===== config.mk =====
export PLATFORM = sky130hd
export DESIGN_NAME = ht_cmd_initiator
export DESIGN_NICKNAME = d
export VERILOG_FILES = /design/src/rtl/ht_cmd_initiator_pkg.sv /design/src/rtl/ht_cmd_initiator_key_fifo.sv /design/src/rtl/ht_cmd_initiator.sv
export SDC_FILE = /design/constraint.sdc
export NUM_CORES = 1
export LEC_CHECK = 0
export CELL_PAD_IN_SITES_DETAIL_PLACEMENT = 0
export CELL_PAD_IN_SITES_GLOBAL_PLACEMENT = 1
export CORE_MARGIN = 2
export CORE_UTILIZATION = 35
export DETAILED_ROUTE_END_ITERATION = 8
export PLACE_DENSITY_LB_ADDON = 0.1
export SYNTH_ARGS = -nofsm -noshare
export SYNTH_HDL_FRONTEND = slang
export SYNTH_HIERARCHICAL = 1
export SYNTH_SLANG_ARGS = --single-unit

===== constraint.sdc =====
create_clock -name clk_i -period 6 [get_ports clk_i]
set_input_delay 0.6 -clock clk_i [delete_from_list [all_inputs] [get_ports clk_i]]
set_output_delay 0.6 -clock clk_i [all_outputs]
set_load 0.02 [all_outputs]

===== src/rtl/ht_cmd_initiator_pkg.sv =====
// Shared hash table types: opcodes, result codes, command/result/request
// structs and the result-code success helper.
package ht_cmd_initiator_pkg;

    localparam int unsigned KEY_WIDTH   = 32;
    localparam int unsigned VALUE_WIDTH = 31;

    typedef enum logic [1:0] {
        HT_SEARCH = 2'd0,
        HT_INSERT = 2'd1,
        HT_DELETE = 2'd2
    } ht_opcode_t;

    // Opcode encoding that is accepted from the host but never forwarded.
    localparam logic [1:0] HT_OP_ILLEGAL = 2'd3;

    typedef enum logic [31:0] {
        SEARCH_FOUND                     = 32'd0,
        SEARCH_NOT_FOUND                 = 32'd1,
        INSERT_SUCCESS                   = 32'd2,
        INSERT_SUCCESS_SAME_KEY          = 32'd3,
        INSERT_NOT_SUCCESS_TABLE_IS_FULL = 32'd4,
        DELETE_SUCCESS                   = 32'd5,
        DELETE_NOT_SUCCESS_NO_ENTRY      = 32'd6
    } ht_rescode_t;

    typedef struct packed {
        ht_opcode_t             opcode;
        logic [KEY_WIDTH-1:0]   key;
        logic [VALUE_WIDTH-1:0] value;
    } ht_command_t;

    typedef struct packed {
        ht_command_t            cmd;
        ht_rescode_t            rescode;
        logic [VALUE_WIDTH-1:0] found_value;
    } ht_result_t;

    typedef struct packed {
        logic [1:0]             opcode;
        logic [KEY_WIDTH-1:0]   key;
        logic [VALUE_WIDTH-1:0] value;
    } ht_req_t;

    // Result codes that the host sees as a successful operation.
    function automatic logic ht_rescode_ok(input ht_rescode_t rc);
        case (rc)
            SEARCH_FOUND, INSERT_SUCCESS,
            INSERT_SUCCESS_SAME_KEY, DELETE_SUCCESS: return 1'b1;
            default:                                 return 1'b0;
        endcase
    endfunction

endpackage


===== src/rtl/ht_cmd_initiator_key_fifo.sv =====
// Key FIFO for in-flight commands: wrap-around pointers with an extra MSB,
// registered head that is valid the cycle after a push into an empty FIFO.
module ht_key_fifo #(
    parameter int unsigned DEPTH = 8,
    parameter int unsigned WIDTH = 32
) (
    input  logic             clk_i,
    input  logic             rst_i,
    input  logic             push_i,
    input  logic [WIDTH-1:0] push_data_i,
    input  logic             pop_i,
    output logic             empty_o,
    output logic             full_o,
    output logic [WIDTH-1:0] head_o
);

    localparam int unsigned AW = $clog2(DEPTH);

    logic [AW:0]      wr_ptr_q, wr_ptr_d;
    logic [AW:0]      rd_ptr_q, rd_ptr_d;
    logic [WIDTH-1:0] mem_q [DEPTH];
    logic [WIDTH-1:0] mem_d [DEPTH];
    logic [WIDTH-1:0] head_q, head_d;
    logic             do_push, do_pop;

    assign empty_o = (wr_ptr_q == rd_ptr_q);
    assign full_o  = (wr_ptr_q[AW] != rd_ptr_q[AW]) &&
                     (wr_ptr_q[AW-1:0] == rd_ptr_q[AW-1:0]);
    assign head_o  = head_q;

    // Pointer/storage update; head tracks the entry at the next read pointer,
    // bypassing push data when the FIFO is (or becomes) empty this cycle.
    always_comb begin
        do_pop   = pop_i && !empty_o;
        do_push  = push_i && (!full_o || do_pop);
        mem_d    = mem_q;
        wr_ptr_d = wr_ptr_q + {{AW{1'b0}}, do_push};
        rd_ptr_d = rd_ptr_q + {{AW{1'b0}}, do_pop};
        if (do_push) begin
            mem_d[wr_ptr_q[AW-1:0]] = push_data_i;
        end
        if (do_push && (wr_ptr_q == rd_ptr_d)) begin
            head_d = push_data_i;
        end else begin
            head_d = mem_q[rd_ptr_d[AW-1:0]];
        end
    end

    // State registers with synchronous active-low reset.
    always_ff @(posedge clk_i) begin
        if (!rst_i) begin
            wr_ptr_q <= '0;
            rd_ptr_q <= '0;
            head_q   <= '0;
            mem_q    <= '{default: '0};
        end else begin
            wr_ptr_q <= wr_ptr_d;
            rd_ptr_q <= rd_ptr_d;
            head_q   <= head_d;
            mem_q    <= mem_d;
        end
    end

endmodule


===== src/rtl/ht_cmd_initiator.sv =====
// Hash table client initiator: issues host requests as commands under a
// credit limit, checks in-order results against a key FIFO and returns a
// simplified response with hit/fail statistics.
module ht_cmd_initiator
    import ht_cmd_initiator_pkg::*;
#(
    parameter int unsigned MAX_OUTSTANDING = 8,
    parameter int unsigned STAT_WIDTH      = 32
) (
    input  logic                               clk_i,
    input  logic                               rst_i,
    input  logic                               req_valid_i,
    output logic                               req_ready_o,
    input  logic [1:0]                         req_opcode_i,
    input  logic [KEY_WIDTH-1:0]               req_key_i,
    input  logic [VALUE_WIDTH-1:0]             req_value_i,
    output ht_command_t                        ht_cmd_o,
    output logic                               ht_cmd_valid_o,
    input  logic                               ht_cmd_ready_i,
    input  ht_result_t                         ht_res_i,
    input  logic                               ht_res_valid_i,
    output logic                               ht_res_ready_o,
    output logic                               rsp_valid_o,
    input  logic                               rsp_ready_i,
    output logic                               rsp_ok_o,
    output ht_rescode_t                        rsp_rescode_o,
    output logic [KEY_WIDTH-1:0]               rsp_key_o,
    output logic [VALUE_WIDTH-1:0]             rsp_value_o,
    output logic [$clog2(MAX_OUTSTANDING):0]   outstanding_o,
    output logic [STAT_WIDTH-1:0]              stat_hit_cnt_o,
    output logic [STAT_WIDTH-1:0]              stat_fail_cnt_o,
    output logic                               order_err_o,
    output logic                               illegal_op_o
);

    localparam int unsigned     CW         = $clog2(MAX_OUTSTANDING) + 1;
    localparam logic [CW-1:0]   CREDIT_MAX = CW'(MAX_OUTSTANDING);

    ht_command_t            cmd_q, cmd_d;
    logic                   cmd_valid_q, cmd_valid_d;
    logic                   rsp_valid_q, rsp_valid_d;
    logic                   rsp_ok_q, rsp_ok_d;
    ht_rescode_t            rsp_rescode_q, rsp_rescode_d;
    logic [KEY_WIDTH-1:0]   rsp_key_q, rsp_key_d;
    logic [VALUE_WIDTH-1:0] rsp_value_q, rsp_value_d;
    logic [CW-1:0]          outstanding_q, outstanding_d;
    logic [STAT_WIDTH-1:0]  stat_hit_q, stat_hit_d;
    logic [STAT_WIDTH-1:0]  stat_fail_q, stat_fail_d;
    logic                   order_err_q, order_err_d;
    logic                   illegal_op_q, illegal_op_d;

    logic                   fifo_empty, fifo_full;
    logic [KEY_WIDTH-1:0]   fifo_head;
    logic                   req_fire, req_accept, res_fire, res_load, rsp_fire, res_ok;
    logic                   unused_res;

    // Opcode/value echoed in the result are not needed for the host response.
    assign unused_res = ^{ht_res_i.cmd.opcode, ht_res_i.cmd.value};

    assign req_ready_o    = (!cmd_valid_q || ht_cmd_ready_i) &&
                            (outstanding_q < CREDIT_MAX) && !fifo_full;
    assign ht_res_ready_o = !rsp_valid_q || rsp_ready_i;

    assign ht_cmd_o        = cmd_q;
    assign ht_cmd_valid_o  = cmd_valid_q;
    assign rsp_valid_o     = rsp_valid_q;
    assign rsp_ok_o        = rsp_ok_q;
    assign rsp_rescode_o   = rsp_rescode_q;
    assign rsp_key_o       = rsp_key_q;
    assign rsp_value_o     = rsp_value_q;
    assign outstanding_o   = outstanding_q;
    assign stat_hit_cnt_o  = stat_hit_q;
    assign stat_fail_cnt_o = stat_fail_q;
    assign order_err_o     = order_err_q;
    assign illegal_op_o    = illegal_op_q;

    ht_key_fifo #(
        .DEPTH (MAX_OUTSTANDING),
        .WIDTH (KEY_WIDTH)
    ) u_key_fifo (
        .clk_i       (clk_i),
        .rst_i       (rst_i),
        .push_i      (req_accept),
        .push_data_i (req_key_i),
        .pop_i       (res_load),
        .empty_o     (fifo_empty),
        .full_o      (fifo_full),
        .head_o      (fifo_head)
    );

    // Handshakes, command/response register loads, credits, stats and flags.
    always_comb begin
        req_fire   = req_valid_i && req_ready_o;
        req_accept = req_fire && (req_opcode_i != HT_OP_ILLEGAL);
        res_fire   = ht_res_valid_i && ht_res_ready_o;
        res_load   = res_fire && !fifo_empty;
        rsp_fire   = rsp_valid_q && rsp_ready_i;
        res_ok     = ht_rescode_ok(ht_res_i.rescode);

        cmd_d         = cmd_q;
        cmd_valid_d   = cmd_valid_q;
        rsp_valid_d   = rsp_valid_q;
        rsp_ok_d      = rsp_ok_q;
        rsp_rescode_d = rsp_rescode_q;
        rsp_key_d     = rsp_key_q;
        rsp_value_d   = rsp_value_q;
        outstanding_d = outstanding_q;
        stat_hit_d    = stat_hit_q;
        stat_fail_d   = stat_fail_q;
        order_err_d   = order_err_q;
        illegal_op_d  = illegal_op_q;

        if (req_accept) begin
            cmd_d.opcode = ht_opcode_t'(req_opcode_i);
            cmd_d.key    = req_key_i;
            cmd_d.value  = req_value_i;
            cmd_valid_d  = 1'b1;
        end else if (ht_cmd_ready_i) begin
            cmd_valid_d  = 1'b0;
        end

        if (req_fire && (req_opcode_i == HT_OP_ILLEGAL)) begin
            illegal_op_d = 1'b1;
        end

        if (res_load) begin
            rsp_valid_d   = 1'b1;
            rsp_ok_d      = res_ok;
            rsp_rescode_d = ht_res_i.rescode;
            rsp_key_d     = ht_res_i.cmd.key;
            rsp_value_d   = (ht_res_i.rescode == SEARCH_FOUND) ? ht_res_i.found_value : '0;
            if (ht_res_i.cmd.key != fifo_head) begin
                order_err_d = 1'b1;
            end
            if ((ht_res_i.rescode == SEARCH_FOUND) && (stat_hit_q != '1)) begin
                stat_hit_d = stat_hit_q + STAT_WIDTH'(1);
            end
            if (!res_ok && (stat_fail_q != '1)) begin
                stat_fail_d = stat_fail_q + STAT_WIDTH'(1);
            end
        end else if (rsp_ready_i) begin
            rsp_valid_d = 1'b0;
        end

        if (res_fire && fifo_empty) begin
            order_err_d = 1'b1;
        end

        if (req_accept && !rsp_fire) begin
            outstanding_d = outstanding_q + CW'(1);
        end else if (!req_accept && rsp_fire && (outstanding_q != '0)) begin
            outstanding_d = outstanding_q - CW'(1);
        end
    end

    // State registers with synchronous active-low reset.
    always_ff @(posedge clk_i) begin
        if (!rst_i) begin
            cmd_q         <= '0;
            cmd_valid_q   <= 1'b0;
            rsp_valid_q   <= 1'b0;
            rsp_ok_q      <= 1'b0;
            rsp_rescode_q <= ht_rescode_t'(32'd0);
            rsp_key_q     <= '0;
            rsp_value_q   <= '0;
            outstanding_q <= '0;
            stat_hit_q    <= '0;
            stat_fail_q   <= '0;
            order_err_q   <= 1'b0;
            illegal_op_q  <= 1'b0;
        end else begin
            cmd_q         <= cmd_d;
            cmd_valid_q   <= cmd_valid_d;
            rsp_valid_q   <= rsp_valid_d;
            rsp_ok_q      <= rsp_ok_d;
            rsp_rescode_q <= rsp_rescode_d;
            rsp_key_q     <= rsp_key_d;
            rsp_value_q   <= rsp_value_d;
            outstanding_q <= outstanding_d;
            stat_hit_q    <= stat_hit_d;
            stat_fail_q   <= stat_fail_d;
            order_err_q   <= order_err_d;
            illegal_op_q  <= illegal_op_d;
        end
    end

endmodule


Yosys cells after proc, flatten, opt, wreduce, memory -nomap -nowiden
Cells that the tools add are included.
{"block": "totals", "reg_bits": 529, "inputBits": 199}
{"block": "classes", "mux": 18, "n_eq_ne": 12, "n_addsub": 6, "order_cmp": 4, "bitwise_logic": 2, "n_reduce_logical": 40}
{"op": "$bwmux 256", "n": 1}
{"op": "$mux 32", "n": 4}
{"op": "$bmux 32 s3", "n": 1}
{"op": "$demux 32 s3", "n": 1}
{"op": "$add 32x1->32 const B", "n": 2}
{"op": "$eq 32x2->1 const B", "n": 2}
{"op": "$ne 32x32->1 const B", "n": 2}
{"op": "$eq 32x3->1 const B", "n": 1}
{"op": "$logic_not 32->1", "n": 1}
{"op": "$ne 32x32->1", "n": 1}
{"op": "$mux 31", "n": 1}
{"op": "$logic_and 1x1->1", "n": 19}
{"op": "$reduce_bool 2->1", "n": 5}
{"op": "$add 4x1->4", "n": 2}
{"op": "$eq 4x4->1", "n": 2}
{"op": "$ge 4x4->1 const B", "n": 2}
{"op": "$mux 1", "n": 8}
{"op": "$mux 4", "n": 2}
{"op": "$not 3->4", "n": 2}
{"op": "$logic_not 1->1", "n": 7}
{"op": "$reduce_and 2->1", "n": 3}
{"op": "$add 4x1->4 const B", "n": 1}
{"op": "$lt 4x1->1 const B", "n": 1}
{"op": "$lt 4x4->1 const B", "n": 1}
{"op": "other kinds (8)", "n": 10}

Depth between registers and ports, before layout
Gate-level depths: netlist of the first run.
{"block": "logic_depth", "depth_word": 11, "mapped_depth": 16, "depth_no_buf": 12}

Hierarchy
The synthesis of the first run kept the hierarchy.
{"mod": "ht_key_fifo", "cells_per_inst": 1206, "area_per_inst_um2": 13160.1, "seq_area_each_um2": 5925.7, "n_inst": 1}
{"mod": "ht_cmd_initiator", "cells_per_inst": 1167, "area_per_inst_um2": 9530.4, "seq_area_each_um2": 4664.5, "n_inst": 1}

Worst setup path after synthesis of the first run
No wires, ideal clock.
{"block": "synth_path", "path_type": "register -> register", "from": "register u_key_fifo.rd_ptr_q[2]", "to": "register u_key_fifo.head_q[10] (netlist: u_key_fifo/head_o[10])", "arrival_ns": 4.258, "setup_slack_ns": 1.669, "path_buffers": 4, "stages_incl_launch_ff": 16, "cell_sequence": "dfxtp_1 > buf_2 > xor2_1 > nor4b_1 > nand3b_1 > clkbuf_1 > inv_1 > clkbuf_1 > nor2b_1 > ha_1 > ha_1 > xnor2_1 > buf_2 > mux4_2 > or2_1 > mux2i_1"}
{"block": "synth_via", "elab_chain_cells": 10, "elab_cells_between_ends": 20, "classes_between": "add/sub (1); eq/ne (3); mux (4); bitwise (1); reduce/logical (11)"}
{"item": "from (decl)", "line": "ht_cmd_initiator_key_fifo.sv:20", "source": "logic [AW:0] rd_ptr_q, rd_ptr_d;"}
{"item": "from (signal assigned)", "line": "ht_cmd_initiator_key_fifo.sv:58", "source": "rd_ptr_q <= rd_ptr_d;"}
{"item": "$eq 4x4->1 *", "line": "ht_cmd_initiator_key_fifo.sv:26", "source": "assign empty_o = (wr_ptr_q == rd_ptr_q);"}
{"item": "via fifo_empty", "line": "ht_cmd_initiator.sv:52", "source": "logic fifo_empty, fifo_full;"}
{"item": "$logic_not 1->1 *", "line": "ht_cmd_initiator.sv:96", "source": "res_load = res_fire && !fifo_empty;"}
{"item": "$logic_and 1x1->1 *", "line": "ht_cmd_initiator.sv:96"}
{"item": "via res_load", "line": "ht_cmd_initiator.sv:54", "source": "logic req_fire, req_accept, res_fire, res_load, rsp_fire, res_ok;"}
{"item": "$logic_and 1x1->1 *", "line": "ht_cmd_initiator_key_fifo.sv:34", "source": "do_pop = pop_i && !empty_o;"}
{"item": "$add 4x1->4", "line": "ht_cmd_initiator_key_fifo.sv:38", "source": "rd_ptr_d = rd_ptr_q + {{AW{1'b0}}, do_pop};"}
{"item": "$not 3->4 (not written as such)", "line": "ht_cmd_initiator_key_fifo.sv:45", "source": "head_d = mem_q[rd_ptr_d[AW-1:0]];"}
{"item": "$bmux 32 s3", "line": "ht_cmd_initiator_key_fifo.sv:45"}
{"item": "$mux 32 (not written as such) (2 in series)", "line": "ht_cmd_initiator_key_fifo.sv:45"}
{"item": "$mux 32 *", "line": "ht_cmd_initiator_key_fifo.sv:42", "source": "if (do_push && (wr_ptr_q == rd_ptr_d)) begin"}
{"item": "to (signal assigned)", "line": "ht_cmd_initiator_key_fifo.sv:54", "source": "head_q <= '0;"}
{"item": "to (signal assigned)", "line": "ht_cmd_initiator_key_fifo.sv:59", "source": "head_q <= head_d;"}
{"item": "to (decl)", "line": "ht_cmd_initiator_key_fifo.sv:23", "source": "logic [WIDTH-1:0] head_q, head_d;"}
Mark *: on every way through the listed nets, which the timed path passes. The rest lies on a longest branch. The select of a mux whose other input is x is not followed.
A chain may end at the register's enable or synchronous reset.

Worst setup path after layout of the first run
{"block": "layout_path", "from": "register u_key_fifo.rd_ptr_q[2]", "to": "register u_key_fifo.head_q[31] (netlist: u_key_fifo/head_o[31])"}
{"block": "layout_via", "elab_chain_cells": 10, "elab_cells_between_ends": 20, "classes_between": "add/sub (1); eq/ne (3); mux (4); bitwise (1); reduce/logical (11)"}
{"item": "$eq 4x4->1 *", "line": "ht_cmd_initiator_key_fifo.sv:26"}
{"item": "via fifo_empty", "line": "ht_cmd_initiator.sv:52"}
{"item": "$logic_not 1->1 *", "line": "ht_cmd_initiator_key_fifo.sv:34, ht_cmd_initiator.sv:96"}
{"item": "$logic_and 1x1->1", "line": "ht_cmd_initiator.sv:96"}
{"item": "$logic_and 1x1->1 *", "line": "ht_cmd_initiator_key_fifo.sv:34"}
{"item": "$add 4x1->4", "line": "ht_cmd_initiator_key_fifo.sv:38"}
{"item": "$not 3->4 (not written as such)", "line": "ht_cmd_initiator_key_fifo.sv:45"}
{"item": "$bmux 32 s3", "line": "ht_cmd_initiator_key_fifo.sv:45"}
{"item": "$mux 32 (not written as such) (2 in series)", "line": "ht_cmd_initiator_key_fifo.sv:45"}
{"item": "$mux 32 *", "line": "ht_cmd_initiator_key_fifo.sv:42"}
Marks and branches as above.

==> results.yml, run 1 <==
drt:
  met3_length_um: 3420
  wl_met2_um: 34600
  wl_um: 72600
  dr.pass1.iters: 5
  drc: 0
  top_layer: "met4"
  vias_per_cell: 5.00
  detail_route.wl_per_cell_um: 20.1
  routed-via-count: 18000
  first_iter_violations: 1127
  antenna_left: 0
  wl_met1_um: 32500
worst_hold_path:
  min_from: "rst_i"
  hold_path_class: "input port to flip-flop"
  whs_path_depth: 2
  worst_hold_path.endpoint: "illegal_op_o$_SDFFE_PN0P_"
synth:
  avgSynthCellArea_um2: 9.56
  yosys.cell_types.count: 63
  ys_seq_area_share_pct: 46.7
  yosys_warnings: 6
  syn_area_um2: 22700
  ys_ff_latch: 529
  netlist_instances: 2373
  ys.flop_type: "dfxtp_1"
  syn_nets: 2581
  synth-edff-count: 0
  async_flop_share_pct: 0
final_layout:
  layout_common_cells: "nand2_1, dfxtp_1, mux2i_1, clkdlybuf4s50_1, a21oi_1"
  final_nets: 2909
  layout_commonest_cell: "nand2_1"
  fin_util_pct: 45.5
  drive_gt1_share_pct: 6.80
  syn2layout_area_growth_pct: 28.7
die:
  die_w_um: 259
  initial_utilization_pct: 35.3
  io_pins: 434
  die_area_um2: 66900
  fp-row-count: 93
  core_area_um2: 64200
  die_y_um: 259
critical_path:
  r2r_slack_ns: 1.08
  regToRegStartpoint: "u_key_fifo/rd_ptr_q[2]$_SDFF_PN0_"
  startpoint_type: "flip-flop"
  cp.arrival_ns: 5.44
  worstPathRequired_ns: 6.52
  crit_slowest_cell: "dfxtp_1"
  end_kind: "flip-flop"
  regToRegEndpoint: "u_key_fifo/head_o[31]$_SDFF_PN0_"
  reg2regPathDepth: 12
  max_stage_delay_ns: 0.98
  path_class: "flip-flop to flip-flop"
  worstPathCellList: "xor2_1 -> nor4b_1 -> nand3b_1 -> inv_2 -> nor2b_1 -> ha_4 -> ha_1 -> xnor2_2 -> buf_4 -> mux4_2 -> or2_0 -> mux2i_1"
  cp_max_fo: 33
cts:
  clock_latency_ns: 0.64
  tritoncts: "built"
  postCtsSetupBuffers: 0
  clockBufferDepth: 3
  numCtsBuffers: 60
  cts_resized: 0
  clockRootBuffer: "clkbuf_16"
  htreeDepth: 2
  clkSinkCount: 529
  clk_pin_slew_worst_paths_ns: 0.06
  cts_hold_buf: 0
timing:
  relSlewSlack_pct: 24.2
  tns_ns: 0
  period_share_pct: 82.0
  fmax_mhz: 203
  skew_ns: 0.0347
  final_max_slew_viol_count: 0
  worst_pin_slew_ns: 1.14
  hold_slack_ns: 0.331
  hold_viol: 0
  setup_viol: 0
  finalCriticalPeriod_ns: 4.92
  rsz0062_at_grt: "false"
global_route:
  grt_pass1_vias: 17500
  globalRouteOverflowTotal: 0
  antenna_found_initial: 3
  grt_max_degree: 130
  grt_use_total_pct: 20.9
  grt_pass1_wl_um: 108000
placed_design:
  gp_congestion: 0.831
  place_hpwl_um: 48600
  port_buffers: 400
power_and_ir_drop:
  peakVddDrop_mv: 0.212
  p_leak_nw: 10.6
  power_w: 0.00884
  power-per-cell-area_nw_per_um2: 303
flow_run:
  drv_cap: 0
status:
  status: "completed"
area by class of cell:
| type | count | area (um^2) |
|---|---|---|
| antenna | 3 | 7.51 |
| fill | 6221 | 35000 |
| inverter | 19 | 76.3 |
| clock buffer | 99 | 1900 |
| tap | 855 | 1070 |
| timing repair buffer | 428 | 4230 |
| multi-input combinational | 1663 | 11200 |
| sequential | 529 | 10600 |
| clock inverter | 10 | 88.8 |
worst max-delay path: cells and delay by family, from the launching register on:
family	cells	cell delay, ns
buf+inv	2	0.86
simple gates	4	1.31
fa+ha+maj	2	0.44
xor+xnor	2	0.44
mux	2	0.75
flops	1	0.98
cell families (layout without fill, tap and decap cells):
kind of cell	after synthesis	after routing	share of synthesized area, %
adder cells (fa/ha/maj)	9	9	0.529
buffers and inverters	181	556	3.95
AO/OA/AOI/OAI	248	248	6.85
flip-flops	529	529	46.7
AND/OR/NAND/NOR	877	877	17.2
multiplexers	455	455	21.8
other	0	3	0
XOR/XNOR	74	74	2.96
per-stage QoR:
step                      std cells  cell area, um^2  worst slack (ns)
after floorplan                2373            22700              1.67
after global placement         3494            27200              1.23
after detailed placement       3494            27200              1.10
after CTS                      3603            29200              1.05
after global routing           3606            29200             0.725
final                          3606            29200              1.08
worst max path at each step:
stage / start / endpoint / slack, ns / cells past startpoint
detailed placement: u_key_fifo/rd_ptr_q[2]$_SDFF_PN0_ / u_key_fifo/head_o[31]$_SDFF_PN0_ / 1.10 / 12
CTS: u_key_fifo/rd_ptr_q[2]$_SDFF_PN0_ / u_key_fifo/head_o[31]$_SDFF_PN0_ / 1.05 / 12
finish: u_key_fifo/rd_ptr_q[2]$_SDFF_PN0_ / u_key_fifo/head_o[31]$_SDFF_PN0_ / 1.08 / 12
floorplan: u_key_fifo/rd_ptr_q[2]$_SDFF_PN0_ / u_key_fifo/head_o[10]$_SDFF_PN0_ / 1.67 / 15
global placement: u_key_fifo/rd_ptr_q[2]$_SDFF_PN0_ / u_key_fifo/head_o[7]$_SDFF_PN0_ / 1.23 / 12
global route: u_key_fifo/rd_ptr_q[2]$_SDFF_PN0_ / u_key_fifo/head_o[31]$_SDFF_PN0_ / 0.72 / 12
cells in the mapped netlist, types with 3 or more instances:
cell	instances	area [um^2]
or3_1	19	119
o31ai_1	11	82.6
ha_1	8	100
nor4_1	19	119
buf_2	20	100
a311oi_1	3	26.3
clkbuf_1	99	372
nand2_1	578	2170
mux2i_1	423	4230
or2_0	10	62.6
or2_1	22	138
and4_1	11	96.3
xnor2_1	34	298
inv_1	18	67.6
dfxtp_1	529	10600
nand4_1	23	144
nand2b_1	6	37.5
o21a_1	4	30.0
nand3_1	37	185
mux4_2	32	721
o31a_1	3	26.3
o21ai_0	18	90.1
or4_1	10	75.1
buf_1	12	45.0
nor2_1	79	297
buf_4	14	105
nor3_1	21	105
buf_8	3	45.0
a22oi_1	31	233
buf_6	14	158
a21oi_1	161	806
xor2_1	38	333
a2111oi_4	3	82.6
nor2b_1	3	18.8
o21ai_4	4	65.1
and3_1	11	68.8
nor4_2	3	37.5
and2_1	10	62.6
registers in the layout (all words and copies together), names as in the netlist, 4 cells and up:
register             flops
ht_cmd_o                65
outstanding_o            4
rsp_key_o               32
rsp_rescode_o           32
rsp_value_o             31
stat_fail_cnt_o         32
stat_hit_cnt_o          32
u_key_fifo/head_o       32
u_key_fifo/mem_q       256
u_key_fifo/rd_ptr_q      4
u_key_fifo/wr_ptr_q      4
metal layers:
layer  global-route usage, %  up-vias
li1                        -     8826
met1                    27.3     8683
met2                    35.3      421
met3                    3.42      101
met4                    6.82        0
met5                       0        -
power breakdown:
part | internal [W] | switching (W) | total, W
combinational | 0.000579 | 0.000791 | 0.00137
clock | 0.00218 | 0.00149 | 0.00367
sequential | 0.00368 | 0.000118 | 0.00380
total | 0.00644 | 0.00240 | 0.00884
Power figures use the tool's default switching activity.
==> run 2, diff against run 1 <==
==> constraint.sdc (replaced) <==
create_clock -name clk_i -period 4.2 [get_ports clk_i]
set_input_delay 0.42 -clock clk_i [delete_from_list [all_inputs] [get_ports clk_i]]
set_output_delay 0.42 -clock clk_i [all_outputs]
set_load 0.02 [all_outputs]
==> run 2 against run 1 <==
  * Register-to-register slack worse by 0.52 ns
  * Via count grew 0.60%
  * Hold slack got worse by 0.14 ns
  * Combinational power is 45% higher
  * Power grew 44%
  * Sequential power grew 43%
  * Worst setup slack got worse by 0.52 ns
  * Final cell count grew 0.50%
  * Clock skew fell by 0.016 ns
  * Clock-buffer cell count down 6
  * Maximum frequency grew 35%
  * Largest power group unchanged
==> results.yml, run 2 (synthesized netlist as in run 1, its figures left out) <==
status:
  status: "completed"
drt:
  first_iter_violations: 1077
  vias_per_cell: 5.01
  wl_um: 72500
  detail_route.wl_per_cell_um: 20.0
  antenna_left: 0
  routed-via-count: 18100
  dr.pass1.iters: 5
  drc: 0
placed_design:
  place_area_um2: 27500
  place_inst: 3509
  port_buffers: 400
  gp_congestion: 0.858
  place_hpwl_um: 49000
timing:
  worst_pin_slew_ns: 1.09
  relSlewSlack_pct: 27.6
  final_max_slew_viol_count: 0
  fmax_mhz: 275
  hold_viol: 0
  period_share_pct: 86.5
  hold_slack_ns: 0.189
  tns_ns: 0
  setup_viol: 0
  finalCriticalPeriod_ns: 3.63
  skew_ns: 0.0184
  rsz0062_at_grt: "false"
critical_path:
  end_kind: "flip-flop"
  path_class: "flip-flop to flip-flop"
  worstPathRequired_ns: 4.74
  cp.arrival_ns: 4.17
  cp_max_fo: 67
  startpoint_type: "flip-flop"
power_and_ir_drop:
  power_w: 0.0127
  power-per-cell-area_nw_per_um2: 430
  p_leak_nw: 10.7
  peakVddDrop_mv: 0.321
global_route:
  grt_pass1_vias: 17800
  globalRouteOverflowTotal: 0
  antenna_found_initial: 2
  grt_use_total_pct: 21.1
  grt_max_degree: 149
  grt_pass1_wl_um: 110000
cts:
  clk_pin_slew_worst_paths_ns: 0.06
  clockBufferDepth: 3
  clock_latency_ns: 0.62
  clkSinkCount: 529
  clockRootBuffer: "clkbuf_16"
  cts_resized: 0
  tritoncts: "built"
  numCtsBuffers: 61
  htreeDepth: 2
die:
  initial_utilization_pct: 35.3
  core_area_um2: 64200
  fp-row-count: 93
  die_y_um: 259
  die_w_um: 259
  die_area_um2: 66900
  io_pins: 434
final_layout:
  largest_register_ffs: 256
  drive_gt1_share_pct: 7.30
  layout_commonest_cell: "nand2_1"
  finalNonFillerCells: 3624
  fin_area_um2: 29500
  layout_common_cells: "nand2_1, dfxtp_1, mux2i_1, clkdlybuf4s50_1, a21oi_1"
  final_nets: 2930
  syn2layout_area_growth_pct: 30.0
  top_register: "u_key_fifo/mem_q"
flow_run:
  drv_cap: 0
worst_hold_path:
  hold_path_class: "input port to flip-flop"
## run 2: stage by stage
step | setup slack [ns] | utilization (%)
after floorplan | 0.119 | -
after global placement | 0.270 | 42.7
after detailed placement | 0.187 | 42.7
after CTS | 0.150 | 45.8
after global routing | 0.241 | 45.9
final | 0.565 | 45.9
## run 2: layout make-up
type	count	area (um^2)
Antenna cell	2	5.00
Clock buffer	93	1780
Clock inverter	15	208
Fill cell	6115	34700
Inverter	19	78.8
Multi-Input combinational cell	1663	11200
Sequential cell	529	10600
Tap cell	855	1070
Timing Repair Buffer	448	4520
## run 2: final timing paths
kind / slack, ns / endpoint / cells after the start / from
worst max register to register: 0.57 / u_key_fifo/head_o[20]$_SDFF_PN0_ / 9 / u_key_fifo/wr_ptr_q[2]$_SDFF_PN0_
worst max-delay path: 0.57 / u_key_fifo/head_o[20]$_SDFF_PN0_ / 9 / u_key_fifo/wr_ptr_q[2]$_SDFF_PN0_
worst min register to register: 0.45 / ht_cmd_o[45]$_SDFFE_PN0P_ / 2 / ht_cmd_o[45]$_SDFFE_PN0P_
worst min-delay path: 0.19 / illegal_op_o$_SDFFE_PN0P_ / 2 / rst_i
## run 2: where the power goes
part	internal (W)	switching [W]	total [W]
clock network	0.00319	0.00210	0.00529
registers	0.00526	0.000157	0.00542
logic	0.000845	0.00115	0.00199
total	0.00929	0.00340	0.0127
## run 2: timing repair
item	4_1_cts	5_1_grt
hold buffers	0	0
buffers inserted	0	5
setup endpoints to repair	0	19
## run 2: critical path, cell delays in order (launching register included)
cell	delay [ns]
dfxtp_1	0.46
xor2_1	0.20
nor4b_1	0.40
nand3b_1	0.21
inv_2	0.04
buf_4	0.34
or4_4	0.74
o2111ai_4	0.21
buf_4	0.62
mux2i_1	0.28
## run 2: routing by layer
layer  routed length, um  GRT usage (%)
met5                   0              0
met4                1840           6.07
met1               32600           27.6
met2               34600           35.7
met3                3470           3.62
